===== src/rtl/audio_stream_pkg.sv =====
// Shared constants for the audio stream scheduler: silence byte, FSM encoding,
// and the sample-rate divider calculation.
package audio_stream_pkg;

   localparam logic [7:0] SILENCE_BYTE = 8'h80;

   localparam int unsigned STATE_W = 2;
   localparam logic [STATE_W-1:0] ST_IDLE    = 2'd0;
   localparam logic [STATE_W-1:0] ST_PREFILL = 2'd1;
   localparam logic [STATE_W-1:0] ST_PLAY    = 2'd2;

   // Clock cycles per output sample; returns 0 when the ratio is below 4 (unusable).
   function automatic int unsigned calc_div(input int unsigned clk_hz,
                                            input int unsigned sample_hz);
      int unsigned div;
      div = (sample_hz == 0) ? 0 : clk_hz / sample_hz;
      return (div < 4) ? 0 : div;
   endfunction

endpackage


===== src/rtl/sync_byte_fifo.sv =====
// Single-clock byte FIFO with synchronous flush; head byte is visible
// combinationally on rd_data, level is registered.
module sync_byte_fifo #(
   parameter int unsigned DEPTH = 64
) (
   input  logic                     clk,
   input  logic                     rst_n,
   input  logic                     flush,
   input  logic                     wr_en,
   input  logic [7:0]               wr_data,
   input  logic                     rd_en,
   output logic [7:0]               rd_data,
   output logic [$clog2(DEPTH):0]   level,
   output logic                     full,
   output logic                     empty
);

   localparam int unsigned AW = $clog2(DEPTH);
   localparam int unsigned LW = AW + 1;

   logic [7:0]    mem [DEPTH];
   logic [AW-1:0] wr_ptr;
   logic [AW-1:0] rd_ptr;
   logic          wr_ok;
   logic          rd_ok;

   assign full    = (level == LW'(DEPTH));
   assign empty   = (level == '0);
   assign rd_data = mem[rd_ptr];

   // A write into a full FIFO is allowed when the head leaves in the same cycle.
   assign rd_ok = rd_en && !empty && !flush;
   assign wr_ok = wr_en && !flush && (!full || rd_ok);

   always_ff @(posedge clk or negedge rst_n) begin
      if (!rst_n) begin
         wr_ptr <= '0;
         rd_ptr <= '0;
         level  <= '0;
      end else if (flush) begin
         wr_ptr <= '0;
         rd_ptr <= '0;
         level  <= '0;
      end else begin
         if (wr_ok) wr_ptr <= wr_ptr + AW'(1);
         if (rd_ok) rd_ptr <= rd_ptr + AW'(1);
         if (wr_ok && !rd_ok)      level <= level + LW'(1);
         else if (!wr_ok && rd_ok) level <= level - LW'(1);
      end
   end

   always_ff @(posedge clk) begin
      if (wr_ok) mem[wr_ptr] <= wr_data;
   end

endmodule


===== src/rtl/audio_stream_scheduler.sv =====
// Paces buffered UART audio bytes into the DSP stage at a fixed sample rate,
// substituting mid-scale silence whenever no byte is available.
// Optional statistics counters are built when AUDIO_SCHED_STATS_EN is defined.
module audio_stream_scheduler
   import audio_stream_pkg::*;
#(
   parameter int unsigned CLK_HZ    = 27000000,
   parameter int unsigned SAMPLE_HZ = 8000,
   parameter int unsigned DEPTH     = 64,
   parameter int unsigned PREFILL   = 32
) (
   input  logic                      clk,
   input  logic                      rst_n,
   input  logic [7:0]                rx_data,
   input  logic                      rx_valid,
   input  logic                      enable,
   output logic [7:0]                dsp_data,
   output logic                      dsp_byte_ready,
   output logic [$clog2(DEPTH):0]    fifo_level,
   output logic                      playing,
   output logic                      underrun,
   output logic                      overflow
`ifdef AUDIO_SCHED_STATS_EN
   ,
   output logic [15:0]               underrun_cnt,
   output logic [15:0]               overflow_cnt
`endif
);

   localparam int unsigned DIV   = calc_div(CLK_HZ, SAMPLE_HZ);
   localparam int unsigned DIV_W = (DIV < 4) ? 2 : $clog2(DIV);
   localparam int unsigned LVL_W = $clog2(DEPTH) + 1;

   if (DIV == 0) begin : g_bad_div
      $error("audio_stream_scheduler: CLK_HZ/SAMPLE_HZ must be at least 4");
   end
   if ((DEPTH < 4) || ((DEPTH & (DEPTH - 1)) != 0)) begin : g_bad_depth
      $error("audio_stream_scheduler: DEPTH must be a power of two >= 4");
   end
   if ((PREFILL < 1) || (PREFILL > DEPTH)) begin : g_bad_prefill
      $error("audio_stream_scheduler: PREFILL must be within 1..DEPTH");
   end

   logic [DIV_W-1:0]   div_cnt;
   logic               tick_c;
   logic [STATE_W-1:0] state_q;
   logic [STATE_W-1:0] state_d;
   logic [7:0]         dsp_data_d;
   logic               strobe_d;
   logic               underrun_d;
   logic               overflow_d;
   logic               pop;
   logic               wr_en;
   logic               flush;
   logic [7:0]         fifo_rd_data;
   logic               fifo_full;
   logic               fifo_empty;

   // Free-running sample divider, independent of FSM state.
   assign tick_c = (div_cnt == DIV_W'(DIV - 1));

   always_ff @(posedge clk or negedge rst_n) begin
      if (!rst_n)      div_cnt <= '0;
      else if (tick_c) div_cnt <= '0;
      else             div_cnt <= div_cnt + DIV_W'(1);
   end

   sync_byte_fifo #(
      .DEPTH (DEPTH)
   ) u_fifo (
      .clk     (clk),
      .rst_n   (rst_n),
      .flush   (flush),
      .wr_en   (wr_en),
      .wr_data (rx_data),
      .rd_en   (pop),
      .rd_data (fifo_rd_data),
      .level   (fifo_level),
      .full    (fifo_full),
      .empty   (fifo_empty)
   );

   // Next-state and next-output logic; every tick schedules silence unless PLAY pops a byte.
   always_comb begin
      state_d    = state_q;
      dsp_data_d = dsp_data;
      strobe_d   = 1'b0;
      underrun_d = 1'b0;
      overflow_d = 1'b0;
      pop        = 1'b0;
      wr_en      = 1'b0;
      flush      = 1'b0;

      if (tick_c) begin
         strobe_d   = 1'b1;
         dsp_data_d = SILENCE_BYTE;
      end

      case (state_q)
         ST_IDLE: begin
            flush = 1'b1;
            if (enable) state_d = ST_PREFILL;
         end
         ST_PREFILL: begin
            if (!enable) begin
               flush   = 1'b1;
               state_d = ST_IDLE;
            end else begin
               wr_en = rx_valid;
               if (fifo_level >= LVL_W'(PREFILL)) state_d = ST_PLAY;
            end
         end
         ST_PLAY: begin
            // Dropping enable flushes on the same edge that enters IDLE.
            if (!enable) begin
               flush   = 1'b1;
               state_d = ST_IDLE;
            end else begin
               wr_en = rx_valid;
               if (tick_c) begin
                  if (fifo_empty) begin
                     underrun_d = 1'b1;
                     state_d    = ST_PREFILL;
                  end else begin
                     pop        = 1'b1;
                     dsp_data_d = fifo_rd_data;
                  end
               end
            end
         end
         default: begin
            flush   = 1'b1;
            state_d = ST_IDLE;
         end
      endcase

      overflow_d = wr_en && fifo_full && !pop;
   end

   always_ff @(posedge clk or negedge rst_n) begin
      if (!rst_n) begin
         state_q        <= ST_IDLE;
         dsp_data       <= SILENCE_BYTE;
         dsp_byte_ready <= 1'b0;
         underrun       <= 1'b0;
         overflow       <= 1'b0;
         playing        <= 1'b0;
      end else begin
         state_q        <= state_d;
         dsp_data       <= dsp_data_d;
         dsp_byte_ready <= strobe_d;
         underrun       <= underrun_d;
         overflow       <= overflow_d;
         playing        <= (state_d == ST_PLAY);
      end
   end

`ifdef AUDIO_SCHED_STATS_EN
   // Saturating event counters, cleared only by reset.
   always_ff @(posedge clk or negedge rst_n) begin
      if (!rst_n) begin
         underrun_cnt <= '0;
         overflow_cnt <= '0;
      end else begin
         if (underrun_d && (underrun_cnt != 16'hFFFF)) underrun_cnt <= underrun_cnt + 16'd1;
         if (overflow_d && (overflow_cnt != 16'hFFFF)) overflow_cnt <= overflow_cnt + 16'd1;
      end
   end
`else
   // Statistics counters not built in this configuration.
`endif

endmodule


===== config.mk =====
export PLATFORM = sky130hd
export DESIGN_NAME = audio_stream_scheduler
export DESIGN_NICKNAME = d
export VERILOG_FILES = /design/src/rtl/audio_stream_pkg.sv /design/src/rtl/sync_byte_fifo.sv /design/src/rtl/audio_stream_scheduler.sv
export SDC_FILE = /design/constraint.sdc
export NUM_CORES = 1
export LEC_CHECK = 0
export ABC_AREA = 0
export CAP_MARGIN = 30
export CELL_PAD_IN_SITES_DETAIL_PLACEMENT = 0
export CELL_PAD_IN_SITES_GLOBAL_PLACEMENT = 1
export CORE_MARGIN = 5
export CORE_UTILIZATION = 35
export DETAILED_ROUTE_END_ITERATION = 8
export PLACE_DENSITY_LB_ADDON = 0.25
export REMOVE_ABC_BUFFERS = 1
export SYNTH_ARGS = -nofsm -noshare
export SYNTH_HDL_FRONTEND = slang
export SYNTH_SLANG_ARGS = --single-unit

===== constraint.sdc =====
create_clock -name clk -period 5.9 [get_ports clk]
set_input_delay 1.77 -clock clk [delete_from_list [all_inputs] [get_ports clk]]
set_output_delay 1.77 -clock clk [all_outputs]
set_load 0.05 [all_outputs]

# Word-level counts from Yosys, hierarchy flattened
# Memories as Yosys holds them, arrays and structs flattened.
# Cells that the tools add are included.
# Widths: inputs -> output; s select.
[totals]
ram_bits = 512
memories = 1
register_bits = 45
out_inout_bits = 19
[classes]
n_eq_ne = 5
add_sub_neg = 5
n_lt_le_gt_ge = 1
mux = 35
n_reduce_logical = 21
[memory_table]
columns = ["name", "words", "word_bits", "read_ports", "rd_ports_with_merged_regs", "write_ports", "line", "source"]
rows = [
  ["u_fifo.mem", 64, 8, 1, 0, 1, "sync_byte_fifo.sv:21", "logic [7:0] mem [DEPTH];"],
]
[op_table]
columns = ["cell", "count"]
rows = [
  ["$mux 8", 5],
  ["$mux 6", 4],
  ["$mux 7", 3],
  ["$mux 1", 15],
  ["$add 12x1->12 const B", 1],
  ["$add 6x1->6 const B", 2],
  ["$eq 12x12->1 const B", 1],
  ["$mux 12", 1],
  ["$mux 2", 6],
  ["$logic_and 1x1->1", 8],
  ["$add 7x1->7 const B", 1],
  ["$eq 7x7->1 const B", 1],
  ["$ge 7x6->1 const B", 1],
  ["$logic_not 7->1", 1],
  ["$sub 7x1->7 const B", 1],
  ["$logic_not 1->1", 6],
  ["$pmux 2 s3", 1],
  ["$eq 2x2->1 const B", 2],
  ["$reduce_bool 2->1", 2],
  ["$reduce_bool 3->1", 1],
  ["$eq 2x1->1 const B", 1],
  ["$logic_not 2->1", 1],
  ["$reduce_or 2->1", 1],
  ["$logic_or 1x1->1", 1],
]

# Longest topological paths before layout
# Gate-level depths: netlist (run 1).
[depth]
word_depth = 14
ltp_mapped = 14
ltp_nobuf = 14

# Cells and area by module
# A second synthesis (run 1) with hierarchy kept.
[unflattened]
cells_unflattened = 1260
area_unflattened_um2 = 22490.3
[by_module_without_submodules]
columns = ["module", "cells_per_inst", "area_per_inst_um2", "seq_area_each_um2", "instances"]
rows = [
  ["sync_byte_fifo", 1135, 21244.1, 15850.2, 1],
  ["audio_stream_scheduler", 125, 1246.2, 651.9, 1],
]

# Worst setup path before layout (run 1)
# Ideal clock, no wire load.
[synth_path]
path_kind = "input-to-reg"
from = "input enable"
to = "register u_fifo.level[6]"
cell_stages = 12
n_path_buf = 1
path_slack_ns = 1.573
setup_time_ns = 0.124
t_arrival_ns = 4.203
cell_sequence = "buf_2 -> nand2_1 -> nor4_4 -> o21ai_0 -> or3_1 -> ha_1 -> nor2b_1 -> o21ai_0 -> a21oi_1 -> o21ai_0 -> mux2i_1 -> a211o_1"
[synth_between]
elab_chain_len = 9
elab_cells_between_ends = 19
cone_classes = "mux (8); reduce/logical (11)"
[synth_rtl]
columns = ["element", "line", "source"]
rows = [
  ["start: declaration", "audio_stream_scheduler.sv:16", "input logic enable,"],
  ["$mux 1, on equally long branches", "audio_stream_scheduler.sv:115, audio_stream_scheduler.sv:105", ""],
  ["$mux 1, on equally long branches", "n/a", ""],
  ["$logic_and 1x1->1 / $logic_not 1->1 (equally long branches)", "sync_byte_fifo.sv:32, sync_byte_fifo.sv:33", ""],
  ["$logic_and 1x1->1", "sync_byte_fifo.sv:32", "assign rd_ok = rd_en && !empty && !flush;"],
  ["$logic_or 1x1->1", "sync_byte_fifo.sv:33", "assign wr_ok = wr_en && !flush && (!full || rd_ok);"],
  ["$logic_and 1x1->1", "sync_byte_fifo.sv:33", ""],
  ["$logic_and 1x1->1 / $logic_not 1->1 (equally long branches)", "sync_byte_fifo.sv:47, sync_byte_fifo.sv:48", ""],
  ["$mux 7 / $logic_and 1x1->1 (equally long branches)", "sync_byte_fifo.sv:47, sync_byte_fifo.sv:48", ""],
  ["$mux 7 / $reduce_bool 3->1 (equally long branches)", "n/a", ""],
  ["end signal: assignment", "sync_byte_fifo.sv:47", "if (wr_ok && !rd_ok) level <= level + LW'(1);"],
  ["end signal: assignment", "sync_byte_fifo.sv:48", "else if (!wr_ok && rd_ok) level <= level - LW'(1);"],
  ["end: declaration", "sync_byte_fifo.sv:13", "output logic [$clog2(DEPTH):0] level,"],
]
# Several ways; a longest one is shown, not always the timed one.
# A chain may end at the register's enable or synchronous reset.

# Worst setup path after layout (run 1)
# Same ends and word-level chain as after synthesis.

==> flow_metrics.py, run 1 <==
metrics = {
    "logic_synthesis": {
        "synth_largest_area_cell": "edfxtp_1",
        "yosysUniqueCellTypes": 56,
        "ys.flop_type": "edfxtp_1",
        "synth.area.top_cells": "edfxtp_1, mux4_2, dfrtp_1, nor2_1, mux2i_1",
        "synthesis.area_per_instance_um2": 19.5,
        "synth_sequential_area_ratio_pct": 74.7,
        "ys.warnings.count": 0,
        "syn-cell-area_mm2": 0.0221,
        "synthesis.instances": 1132,
        "synthArstFlopShare_pct": 8.08,
        "yosys.area.top_type_share_pct": 69.6,
        "synth-seq-cells": 557,
        "synth_enable_flop_cells": 512,
    },
    "worst_setup_path": {
        "cp_cell_sequence": "clkdlybuf4s50_1 -> nand2_1 -> nor4_4 -> o21ai_0 -> or3_1 -> ha_1 -> nor2b_1 -> o21ai_0 -> a21oi_1 -> o21ai_0 -> mux2i_1 -> a211o_1",
        "r2r_cells": 11,
        "most_frequent_cell_on_critical_path": "o21ai_0",
        "timing.critical_path.buf_inv": 1,
        "timing.rr.start": "u_fifo.level[4]$_DFFE_PN0P_",
        "cp-end-kind": "flop",
        "critical-path-top-delay-family": "simple AND/OR/NAND/NOR gates",
        "critical_path.max_stage_delay_ns": 0.64,
        "setup.worst_path.class": "primary input to flop",
        "timing.critical_path.arrival_ns": 5.22,
        "critical_path.max_fanout": 8,
        "critical_path_required_ns": 6.39,
        "critPathLaunchType": "primary input",
        "reg2reg_setup_slack_ns": 2.03,
        "timing.critical_path.slowest_stage_cell": "clkdlybuf4s50_1",
        "worst_r2r_endpoint": "u_fifo.level[6]$_DFFE_PN0P_",
    },
    "power": {
        "peakVddDrop_mv": 0.266,
        "power.density_cell_area_mw_per_mm2": 327,
        "total_leakage_power_nw": 7.95,
        "power_mw": 8.34,
    },
    "grt": {
        "global_route.usage.total_pct": 15.3,
        "maximum_number_of_pins_on_one_net_before_global_route_repair": 65,
        "wire_length_of_the_first_global_routing_pass_um": 77500,
        "grt_ovf": 0,
        "grt_antenna_before_repair": 0,
        "via_count_of_the_first_global_routing_pass": 11326,
    },
    "detailed_routing": {
        "detail_route.wl_per_cell_um": 24.5,
        "via_count": 10892,
        "detail-route-antenna-nets": 0,
        "drt_iter0_markers": 1010,
        "drt_drc_violations_left": 0,
        "totalWireLength_um": 51700,
        "firstDrtPassIters": 5,
        "vias_per_cell": 5.15,
    },
    "sta": {
        "final-setup-viol-count": 0,
        "final_period_minus_worst_setup_slack_ns": 4.74,
        "final_min_period_over_clock_period_pct": 80.3,
        "timing.max_slew.rel_slack_pct": 38.6,
        "hold_slack_ns": 0.508,
        "finalHoldViolations": 0,
        "timing.clock.skew_ns": 0.0231,
        "grt_setup_unrepaired": "no",
        "timing.fmax_ghz": 0.211,
        "postLayoutSetupSlackWorst_ns": 1.17,
        "transition_at_the_pin_with_the_smallest_max_transition_slack_ns": 0.918,
        "timing.setup.tns_ns": 0,
        "maxSlewViolCount": 0,
    },
    "die": {
        "start_util_pct": 35.2,
        "ioPinCount": 31,
        "die_w_um": 261,
        "core_area_mm2": 0.0629,
        "std_cell_rows": 92,
        "chipHeight_um": 261,
        "fp.dieArea_mm2": 0.0683,
    },
    "place": {
        "placement.cell_area_mm2": 0.0237,
        "hpwlAfterDp_um": 31600,
        "dp_cells": 2014,
        "place_worst_setup_slack_ns": 0.574,
        "buffer_ports.inserted": 30,
        "gp_congestion": 0.781,
    },
    "clocking": {
        "clk_latency_ns": 0.61,
        "hold_buffers": 0,
        "post_cts_resize_count": 0,
        "cts-root-to-sink-buffers": 3,
        "cts-htree-levels": 2,
        "inserted_clock_buffers": 56,
        "clock_transition_at_the_registers_of_the_reported_paths_ns": 0.06,
        "clkSinkCount": 557,
        "cts_setup_buffers": 0,
        "root_buffer": "clkbuf_16",
        "tritoncts": "yes",
    },
    "cells_and_area": {
        "syn2layout_area_growth_pct": 15.4,
        "n_antenna_cell": 0,
        "layout.filler_cells": 5645,
        "post-route-util_pct": 40.6,
        "final_net_count": 1254,
        "finish.instance_area_mm2": 0.0255,
        "layout-drive-gt1-share_pct": 23.3,
        "finish.cell_count_without_fillers": 2113,
        "multiInputGateArea_mm2": 0.00533,
        "ff_latch_area_mm2": 0.0165,
    },
    "min_path": {
        "holdCritPathClass": "flop to flop",
        "timing.hold.worst_path_depth": 2,
    },
    "status": {
        "outcome": "complete, no violations",
    },
    "run": {
        "max-cap-violations": 0,
    },
}
[where the power goes]
part	switching, mW	internal [mW]
Clock	1.48	2.04
Sequential	0.0342	4.34
Combinational	0.302	0.149
[cell families (layout without fill, tap and decap cells)]
| family | after synthesis | after routing | share of synthesized area, % |
|---|---|---|---|
| fa+ha+maj | 15 | 15 | 0.883 |
| buf+inv | 65 | 200 | 1.23 |
| simple gates | 224 | 224 | 4.80 |
| compound gates | 89 | 89 | 3.04 |
| mux | 160 | 160 | 14.5 |
| xor+xnor | 22 | 22 | 0.872 |
| flops | 557 | 557 | 74.7 |
[area by class of cell]
class	count	area share [%]
flip-flops and latches	557	64.7
clock buffers	70	5.82
inverters	10	0.147
repair buffers	92	3.05
well taps	846	4.15
clock inverters	28	1.18
multi-input cells	510	20.9
[tightest hold or removal path: cells and delay by family (launching register included)]
kind / cells / cell delay [ns]
DFF: 1 / 0.35
and+or+nand+nor: 2 / 0.12
[synth_stat cells (3+ instances only)]
master,n
a21oi_1,8
a22oi_1,16
a31o_2,6
and2_1,3
and3_1,5
buf_1,13
buf_2,20
clkbuf_1,21
dfrtp_1,44
edfxtp_1,512
ha_1,14
inv_1,10
mux2i_1,32
mux4_2,128
nand2_1,45
nand2b_1,6
nand3_1,17
nand3b_1,3
nand4_1,8
nor2_1,103
nor2b_1,6
nor3_1,3
nor4_1,4
nor4b_1,3
o21ai_0,7
o221ai_1,7
o22a_1,6
o22ai_1,13
o31ai_1,4
o41ai_1,7
or3_1,6
xnor2_1,8
xor2_1,14
[cell usage in the layout, fill, tap and decap left out, types with 4 or more instances in the layout]
master | netlist | layout
o221ai_1 | 7 | 7
clkinv_2 | 0 | 12
clkinv_1 | 0 | 7
xor2_1 | 14 | 14
ha_1 | 14 | 14
mux4_2 | 128 | 128
a22oi_1 | 16 | 16
a21oi_1 | 8 | 8
o21ai_0 | 7 | 7
nor4_1 | 4 | 4
o31ai_1 | 4 | 4
and3_1 | 5 | 5
clkdlybuf4s50_1 | 0 | 21
mux2i_1 | 32 | 32
edfxtp_1 | 512 | 512
clkbuf_16 | 0 | 57
nand4_1 | 8 | 8
nor2b_1 | 6 | 6
bufinv_16 | 0 | 6
o41ai_1 | 7 | 7
xnor2_1 | 8 | 8
o22a_1 | 6 | 6
buf_4 | 1 | 58
o22ai_1 | 13 | 13
nand3_1 | 17 | 17
a31o_2 | 6 | 6
dfrtp_1 | 44 | 41
nor2_1 | 103 | 103
nand2_1 | 45 | 45
clkbuf_1 | 21 | 12
buf_2 | 20 | 9
or3_1 | 6 | 6
inv_1 | 10 | 10
nand2b_1 | 6 | 6
[registers in the layout, summed over array words and instances, names as in the netlist, 2 cells and up, named ones only]
name and cells:
u_fifo.mem 512, u_fifo.level 7, u_fifo.wr_ptr 6, div_cnt 12, u_fifo.rd_ptr 6, state_q 2
[worst max-delay path by stage]
stage	from	end	slack [ns]	cells after the start
after floorplan	u_fifo.rd_ptr[0]$_DFFE_PN0P_	flop	-0.44	5
after global placement	enable	u_fifo.level[6]$_DFFE_PN0P_	0.67	12
after detailed placement	enable	u_fifo.level[6]$_DFFE_PN0P_	0.57	12
after CTS	enable	u_fifo.level[6]$_DFFE_PN0P_	1.20	12
after global routing	enable	u_fifo.level[6]$_DFFE_PN0P_	0.97	12
final	enable	u_fifo.level[6]$_DFFE_PN0P_	1.17	12
[routing by layer]
| metal | track usage, % | wire length [µm] | up-vias |
|---|---|---|---|
| li1 | - | - | 4808 |
| met1 | 22.6 | 23500 | 5728 |
| met2 | 23.5 | 23900 | 278 |
| met3 | 2.87 | 3010 | 78 |
| met4 | 4.22 | 1280 | 0 |
| met5 | 0 | 0 | - |
(Power assumes the default switching activity.)
==> run 2, diff against run 1 <==
==> constraint.sdc (replaced) <==
create_clock -name clk -period 4.1 [get_ports clk]
set_input_delay 1.23 -clock clk [delete_from_list [all_inputs] [get_ports clk]]
set_output_delay 1.23 -clock clk [all_outputs]
set_load 0.05 [all_outputs]
==> run 2 against run 1 <==
Largest power group unchanged. Utilization is 0.50 points higher. First-iteration DRC count is 7.8% higher. Non-clock buffer count is 43 higher. Sequential cell count stayed put. Clock skew is 0.011 ns lower. Sequential share of layout area is 0.79 points lower. Design area is 1.2% higher. Combinational power is 49% higher. Die area stayed put. Sequential power is 44% higher. Setup slack worse by 0.72 ns.
==> flow_metrics.py, run 2 (synthesis results as in run 1) <==
metrics = {
    "status": {
        "outcome": "complete, no violations",
    },
    "sta": {
        "transition_at_the_pin_with_the_smallest_max_transition_slack_ns": 0.922,
        "maxSlewViolCount": 0,
        "grt_setup_unrepaired": "no",
        "final_min_period_over_clock_period_pct": 89.2,
        "final_period_minus_worst_setup_slack_ns": 3.66,
        "final-setup-viol-count": 0,
        "timing.setup.tns_ns": 0,
        "timing.max_slew.rel_slack_pct": 38.5,
        "finalHoldViolations": 0,
        "timing.fmax_ghz": 0.274,
        "timing.clock.skew_ns": 0.0119,
    },
    "place": {
        "hpwlAfterDp_um": 32600,
        "dp_cells": 2058,
        "gp_congestion": 0.800,
        "buffer_ports.inserted": 30,
    },
    "power": {
        "power_mw": 11.9,
        "peakVddDrop_mv": 0.305,
        "power.density_cell_area_mw_per_mm2": 459,
        "total_leakage_power_nw": 8.16,
    },
    "clocking": {
        "cts_setup_buffers": 0,
        "cts-htree-levels": 2,
        "cts-root-to-sink-buffers": 3,
        "hold_buffers": 0,
        "clock_transition_at_the_registers_of_the_reported_paths_ns": 0.06,
        "clk_latency_ns": 0.60,
        "post_cts_resize_count": 0,
        "root_buffer": "clkbuf_16",
        "clkSinkCount": 557,
        "tritoncts": "yes",
        "inserted_clock_buffers": 56,
    },
    "cells_and_area": {
        "largest_reg_flops": 512,
        "mostFrequentLayoutCells": "edfxtp_1, mux4_2, nor2_1",
        "final_net_count": 1297,
        "n_antenna_cell": 0,
        "layout.filler_cells": 5633,
        "finish.cell_count_without_fillers": 2159,
        "post-route-util_pct": 41.1,
        "multiInputGateArea_mm2": 0.00533,
        "syn2layout_area_growth_pct": 16.8,
        "layout-drive-gt1-share_pct": 25.1,
        "final_common_cell": "edfxtp_1",
        "largestRegisters": "u_fifo.mem: 512 flops, div_cnt: 12 flops, u_fifo.level: 7 flops",
        "largest-register": "u_fifo.mem",
        "ff_latch_area_mm2": 0.0165,
    },
    "detailed_routing": {
        "detail_route.wl_per_cell_um": 23.8,
        "firstDrtPassIters": 5,
        "drt_iter0_markers": 1089,
        "detail-route-antenna-nets": 0,
        "totalWireLength_um": 51300,
        "vias_per_cell": 5.11,
        "via_count": 11039,
        "drt_drc_violations_left": 0,
    },
    "worst_setup_path": {
        "critPathLaunchType": "flop",
        "critical_path_required_ns": 4.58,
        "cp-end-kind": "flop",
        "critical_path.max_fanout": 6,
        "setup.worst_path.class": "flop to flop",
        "timing.critical_path.arrival_ns": 4.14,
    },
    "die": {
        "die_w_um": 261,
        "ioPinCount": 31,
        "core_area_mm2": 0.0629,
        "fp.dieArea_mm2": 0.0683,
        "start_util_pct": 35.2,
        "chipHeight_um": 261,
        "std_cell_rows": 92,
    },
    "run": {
        "max-cap-violations": 0,
    },
    "grt": {
        "global_route.usage.total_pct": 15.0,
        "via_count_of_the_first_global_routing_pass": 11351,
        "wire_length_of_the_first_global_routing_pass_um": 76400,
        "grt_antenna_before_repair": 2,
        "maximum_number_of_pins_on_one_net_before_global_route_repair": 57,
        "grt_ovf": 0,
    },
    "min_path": {
        "holdCritPathClass": "flop to flop",
    },
}
run 2: path summary, 6_finish.rpt:
kind	start	to	slack (ns)	cells after the start
hold / removal	div_cnt[0]$_DFF_PN0_	div_cnt[0]$_DFF_PN0_	0.51	1
setup / recovery	u_fifo.level[4]$_DFFE_PN0P_	u_fifo.level[6]$_DFFE_PN0P_	0.44	11
setup reg to reg	u_fifo.level[4]$_DFFE_PN0P_	u_fifo.level[6]$_DFFE_PN0P_	0.44	11
hold reg to reg	div_cnt[0]$_DFF_PN0_	div_cnt[0]$_DFF_PN0_	0.51	1
min in group asynchronous	rst_n	state_q[0]$_DFF_PN0_	0.74	1
max in group asynchronous	rst_n	u_fifo.wr_ptr[2]$_DFFE_PN0P_	2.69	2
run 2: report_power, final:
group          internal [mW]  switching, mW  leakage [nW]
Sequential              6.25         0.0498          5.16
Combinational          0.237          0.435          2.16
Clock                   2.80           2.07         0.843
run 2: per-layer routing:
metal	track usage, %	share of wire [%]	wire length, µm	up-vias
met1	22.0	46	23800	5848
met3	2.55	4.3	2200	65
met2	23.6	47	24200	224
li1	-	-	-	4900
met4	3.96	2.1	1070	2
met5	0	0.025	13	-
run 2: final cells by class:
type	instances	area share [%]
Tap cell	846	4.10
Multi-Input combinational cell	510	20.6
Clock buffer	78	5.83
Clock inverter	23	0.848
Timing Repair Buffer	135	4.48
Sequential cell	557	64.0
Inverter	10	0.145
run 2: worst max-delay path: stages, from the launching register on:
cell	delay (ns)
dfrtp_1	0.42
or4_1	0.57
or4b_1	0.64
o21ai_0	0.30
or3_1	0.22
inv_1	0.07
fa_1	0.38
nor2b_1	0.16
o21ai_0	0.12
a21oi_1	0.29
nor4_1	0.09
a211o_1	0.29
run 2: through the flow:
stage                     area [µm²]  hold WS (ns)  setup slack (ns)
after floorplan                21900         0.476             -2.24
after global placement         24000         0.508          -0.00573
after detailed placement       24100         0.512            0.0283
after CTS                      25800         0.519             0.438
after global routing           25800         0.543             0.145
final                          25800         0.515             0.444
